`src/rtl/hex_frame_tx.sv`:
```
// ============================================================================
//  Module   : hex_frame_tx
//  Purpose  : Serialises NCH words of WIDTH bits into one ASCII hex text
//             frame (channel 0 first, MSB nibble first, SEP between channels,
//             CR and optional LF terminator) over a byte valid/ready link.
//  Revision : 1.0  initial release
// ============================================================================
`default_nettype none

module hex_frame_tx #(
  parameter int         WIDTH     = 32,
  parameter int         NCH       = 4,
  parameter logic [7:0] SEP       = 8'h2C,
  parameter int         ADD_LF    = 1,
  parameter int         UPPERCASE = 1
) (
  input  logic                   clk,
  input  logic                   rst_n,
  input  logic                   start,
  input  logic [NCH*WIDTH-1:0]   data,
  output logic                   busy,
  output logic                   done,
  output logic [7:0]             tx_byte,
  output logic                   tx_valid,
  input  logic                   tx_ready
);

  localparam int NDIG  = WIDTH / 4;
  localparam int NIB_W = (NDIG > 1) ? $clog2(NDIG) : 1;
  localparam int CH_W  = (NCH > 1) ? $clog2(NCH) : 1;

  localparam logic [NIB_W-1:0] c_NIB_TOP = NIB_W'(NDIG - 1);
  localparam logic [CH_W-1:0]  c_CH_LAST = CH_W'(NCH - 1);

  localparam logic [2:0] c_IDLE = 3'd0;
  localparam logic [2:0] c_HEX  = 3'd1;
  localparam logic [2:0] c_SEP  = 3'd2;
  localparam logic [2:0] c_CR   = 3'd3;
  localparam logic [2:0] c_LF   = 3'd4;

  // Letter base offset: base + nibble lands on 'A'/'a' when nibble is 10.
  localparam logic [7:0] c_ALPHA_BASE = (UPPERCASE != 0) ? 8'h37 : 8'h57;

  logic [2:0]           r_state;
  logic [2:0]           w_next;
  logic [NIB_W-1:0]     r_nib;
  logic [CH_W-1:0]      r_ch;
  logic [NCH*WIDTH-1:0] r_data;
  logic                 r_done;
  logic [WIDTH-1:0]     w_word;
  logic [3:0]           w_nib;
  logic                 w_xfer;

  assign w_xfer = tx_valid && tx_ready;
  assign done   = r_done;

  // State register
  always_ff @(posedge clk or negedge rst_n) begin
    if (!rst_n) begin
      r_state <= c_IDLE;
    end else begin
      r_state <= w_next;
    end
  end

  // Next-state logic: advance only on an accepted byte, except IDLE which waits for start
  always_comb begin
    w_next = r_state;
    case (r_state)
      c_IDLE: if (start) w_next = c_HEX;
      c_HEX: begin
        if (w_xfer && (r_nib == '0)) begin
          w_next = (r_ch == c_CH_LAST) ? c_CR : c_SEP;
        end
      end
      c_SEP:  if (w_xfer) w_next = c_HEX;
      c_CR:   if (w_xfer) w_next = (ADD_LF != 0) ? c_LF : c_IDLE;
      c_LF:   if (w_xfer) w_next = c_IDLE;
      default: w_next = c_IDLE;
    endcase
  end

  // Capture register, nibble/channel counters and the done pulse
  always_ff @(posedge clk or negedge rst_n) begin
    if (!rst_n) begin
      r_data <= '0;
      r_nib  <= '0;
      r_ch   <= '0;
      r_done <= 1'b0;
    end else begin
      r_done <= w_xfer && ((r_state == c_LF) || ((r_state == c_CR) && (ADD_LF == 0)));
      if ((r_state == c_IDLE) && start) begin
        r_data <= data;
        r_nib  <= c_NIB_TOP;
        r_ch   <= '0;
      end else if (w_xfer) begin
        if ((r_state == c_HEX) && (r_nib != '0)) begin
          r_nib <= r_nib - NIB_W'(1);
        end else if (r_state == c_SEP) begin
          r_ch  <= r_ch + CH_W'(1);
          r_nib <= c_NIB_TOP;
        end
      end
    end
  end

  // Select the current channel word and the nibble being sent
  always_comb begin
    w_word = '0;
    for (int k = 0; k < NCH; k++) begin
      if (r_ch == CH_W'(k)) w_word = r_data[k*WIDTH +: WIDTH];
    end
    w_nib = 4'h0;
    for (int n = 0; n < NDIG; n++) begin
      if (r_nib == NIB_W'(n)) w_nib = w_word[n*4 +: 4];
    end
  end

  // Output decode: the byte on the link is a pure function of state and counters
  always_comb begin
    tx_valid = (r_state != c_IDLE);
    busy     = (r_state != c_IDLE);
    tx_byte  = 8'h00;
    case (r_state)
      c_HEX: tx_byte = (w_nib < 4'd10) ? (8'h30 + {4'h0, w_nib})
                                       : (c_ALPHA_BASE + {4'h0, w_nib});
      c_SEP: tx_byte = SEP;
      c_CR:  tx_byte = 8'h0D;
      c_LF:  tx_byte = 8'h0A;
      default: tx_byte = 8'h00;
    endcase
  end

endmodule

`default_nettype wire

```
`config.mk`:
```
export PLATFORM = sky130hd
export DESIGN_NAME = hex_frame_tx
export DESIGN_NICKNAME = d
export VERILOG_FILES = /design/src/rtl/hex_frame_tx.sv
export SDC_FILE = /design/constraint.sdc
export NUM_CORES = 1
export LEC_CHECK = 0
export CAP_MARGIN = 25
export CORE_MARGIN = 4
export CORE_UTILIZATION = 60
export CTS_CLUSTER_DIAMETER = 50
export DETAILED_ROUTE_END_ITERATION = 12
export DONT_BUFFER_PORTS = 1
export GPL_TIMING_DRIVEN = 0
export HOLD_SLACK_MARGIN = 0.08
export PLACE_DENSITY_LB_ADDON = 0.05
export REMOVE_ABC_BUFFERS = 1
export SLEW_MARGIN = 20
export SYNTH_ARGS = -nofsm -noshare
export SYNTH_HDL_FRONTEND = slang
export SYNTH_SLANG_ARGS = --single-unit
```
`constraint.sdc`:
```
create_clock -name clk -period 3.7 [get_ports clk]
set_input_delay 0.74 -clock clk [delete_from_list [all_inputs] [get_ports clk]]
set_output_delay 0.74 -clock clk [all_outputs]
set_load 0.005 [all_outputs]
```
==> impl_metrics.ini <==
[global_route]
busiest_layer = met2
grt_max_degree = 138
grt_pass1_wl_um = 28060
first_global_vias = 5200
antenna_found_initial = 0
grt_overflow = 0
use_met2_pct = 47.53
met3_usage_pct = 8.198
grt_use_met1_pct = 33.78
grtUsageTotal_pct = 27.79

[pwr]
p_leak_nw = 3.462
ir_worst_vdd_v = 0.0006076
power_density_mw_per_mm2 = 984.7

[timing]
max_slew.worst_pin.slew_ns = 0.8182
slew_headroom_pct = 45.32
whs_ns = 0.01934
fin_crit_ns = 3.918
clock_skew_ns = 0.006299
rsz0062_at_grt = yes
layout_setup_ws_ns = -0.2182
finalCritPeriodShare_pct = 105.9
finalMaxSlewViolations = 0
setup_viol = 7
hold_violations = 0
fmax_mhz = 255.2

[synthesis]
synth_commonest_cells = dfrtp_1, mux2_2, nand2_1
synthAdderAreaFrac_pct = 1.797
synth_edf_count = 0
ys_ff_latch = 137
synthSimpleGateAreaFrac_pct = 9.921
synth_ff_type = dfrtp_1
synthArstFlopShare_pct = 100.0
netlist_instances = 639
synth_cell_types = 59
yosysTopAreaCell = dfrtp_1
yosysTopAreaCellShare_pct = 49.25
syn_area_per_cell_um2 = 10.89
synth_warnings = 0
synth_compound_area_share_pct = 15.73
synthXorXnorAreaFrac_pct = 0.1258
synth_area_leaders = dfrtp_1, mux2_2, a21oi_1
yosysMostFrequentCell = dfrtp_1
netlist_area_mm2 = 0.006962
muxShareOfSynthArea_pct = 17.36
synth_top_family_by_area = multiplexers
synth-seq-area-share_pct = 49.25

[finish]
multi_input_area_mm2 = 0.003485
fin_area_mm2 = 0.008504
synthToLayoutAreaGrowth_pct = 22.16
num-nets-final = 801
layout-drive-gt1-share_pct = 38.84
n_fill_cell = 772
fin_cells = 815
n_antenna_cell = 0
register_area_mm2 = 0.003433

[critical_path]
arrival_ns = 3.18
rr_worst_depth = 5
r2r-start = r_state[1]
worst-endpoint-required_ns = 2.96
reg2reg_slack_ns = 0.97
critPathCaptureType = output port
r2r_end = r_data[53]
endpoint = tx_byte[2]
crit_start = r_ch[0]
startpoint_type = flip-flop
critPathMaxFanout = 4
critPathKind = flip-flop to output port

[clock_tree]
clock_path_buffers = 2
htreeDepth = 4
cts_buffers = 17
cts.sinks = 137
root_buffer = clkbuf_16
clkTransAtPathRegs_ns = 0.06
clk_latency_ns = 0.41
cts_tree = yes

[placement]
place_congestion = 0.7830
place_area_mm2 = 0.007057
pre_cts_slack_ns = -0.4424
port_buffers = 0
dp.cells = 740
dpl.hpwl_um = 10870

[floorplan]
initial_core_util_pct = 61.23
rows = 39
core_area_mm2 = 0.01137
die_y_um = 115.7
die_area_mm2 = 0.01339
num_io_pins = 143
fp.dieW_um = 115.7

[hold_path]
hold_class = primary input to async pin

[route]
firstDrtPassIters = 5
drt-total-wl_um = 18460
drcViolationCount = 0
wl_per_cell_um = 22.64
ant_nets = 0
via_count = 5084
via_per_inst = 6.238
drtIter0Drc = 351

[run]
drv_cap = 0

[outcome]
violations = negative setup slack
status = finished with violations
==> report_power, final <==
| part | total, mW | switching (mW) | internal (mW) |
|---|---|---|---|
| Clock | 1.74 | 0.611 | 1.13 |
| Sequential | 2.71 | 0.458 | 2.25 |
| Combinational | 3.93 | 1.95 | 1.97 |
==> worst min path at each step <==
stage                 endpoint  startpoint  slack [ns]
global route        r_data[36]       rst_n      -0.005
detailed placement  r_data[73]       rst_n        0.45
CTS                 r_data[73]       rst_n       0.006
finish              r_data[73]       rst_n        0.02
global placement    r_data[73]       rst_n        0.45
floorplan                 done       rst_n        0.44
==> placed cells by master (no fill, tap or decap), types with 3 or more instances in the layout <==
cell,Yosys,layout
a221oi_2,3,11
dfrtp_1,137,133
o21ai_0,45,40
a22oi_2,1,3
nor3_2,1,5
a2111oi_2,1,3
a211oi_2,0,3
dfrtp_2,0,4
o211ai_1,4,4
nor2_1,16,14
a211oi_1,8,5
nand3b_1,24,24
inv_1,32,27
a21oi_2,2,13
buf_4,6,30
nand3_1,5,5
clkbuf_16,0,18
buf_16,0,5
buf_12,0,13
a21oi_1,51,39
a21o_1,3,3
nand2b_1,8,8
a31oi_1,5,4
a221oi_1,16,6
inv_2,0,4
mux2_2,106,106
clkbuf_8,0,8
nor3_1,7,3
clkinv_2,0,3
o21ai_1,8,13
ha_4,0,7
nand2_1,57,56
==> sequential cells by signal, indices dropped and copies added, names as in the netlist <==
signal	count
r_data	128
r_nib	3
r_state	3
r_ch	2
done	1
==> metal layers <==
layer  up-vias  routed length, um
met5         -                  0
met1      2573               7547
met2       157               9567
li1       2329                  -
met3        25               1008
met4         0                331
==> worst max-delay path, cell delays in order (launching register included) <==
cell,delay [ns]
dfrtp_2,0.45
buf_4,0.16
ha_4,0.17
or4b_4,0.54
a221oi_4,0.23
a211oi_2,0.09
nor3_2,0.28
o21ai_2,0.11
ha_2,0.20
inv_1,0.06
nor2_2,0.04
mux2_4,0.32
o22ai_4,0.11
==> final cells by class <==
type                       instances  area share, %
clock buffer                      26          6.341
clock inverter                     6         0.9710
inverter                          32          1.442
multi-input combinational        421          40.97
sequential                       137          40.37
tap                              143          2.104
timing repair buffer              50          7.798
==> stage by stage <==
step / total power, mW / util, % / TNS, ns
after floorplan: 4.860 / - / -469.56
after global placement: 5.481 / 60.33 / -782.68
after detailed placement: 5.613 / 62.07 / -1.608
after CTS: 8.044 / 72.76 / -0.6811
after global routing: 8.890 / 74.80 / -1.829
final: 8.375 / 74.80 / -1.061
==> kinds of logic (layout without fill, tap and decap cells) <==
| group | Yosys count | in the layout |
|---|---|---|
| adders and majority gates | 10 | 10 |
| muxes | 107 | 107 |
| buffers and inverters | 81 | 114 |
| xor gates and xnor gates | 1 | 1 |
| and+or+nand+nor | 133 | 133 |
| other | 1 | 1 |
| AOI/OAI and AO/OA | 169 | 169 |
| DFF | 137 | 137 |
==> repair_timing <==
item	in CTS	in global routing
pin swaps	23	13
endpoints found under the setup margin	7	7
setup buffers	28	13
endpoints found under the hold margin	137	137
gates resized for setup	62	18
cloned	1	1
Power figures use the tool's default switching activity.
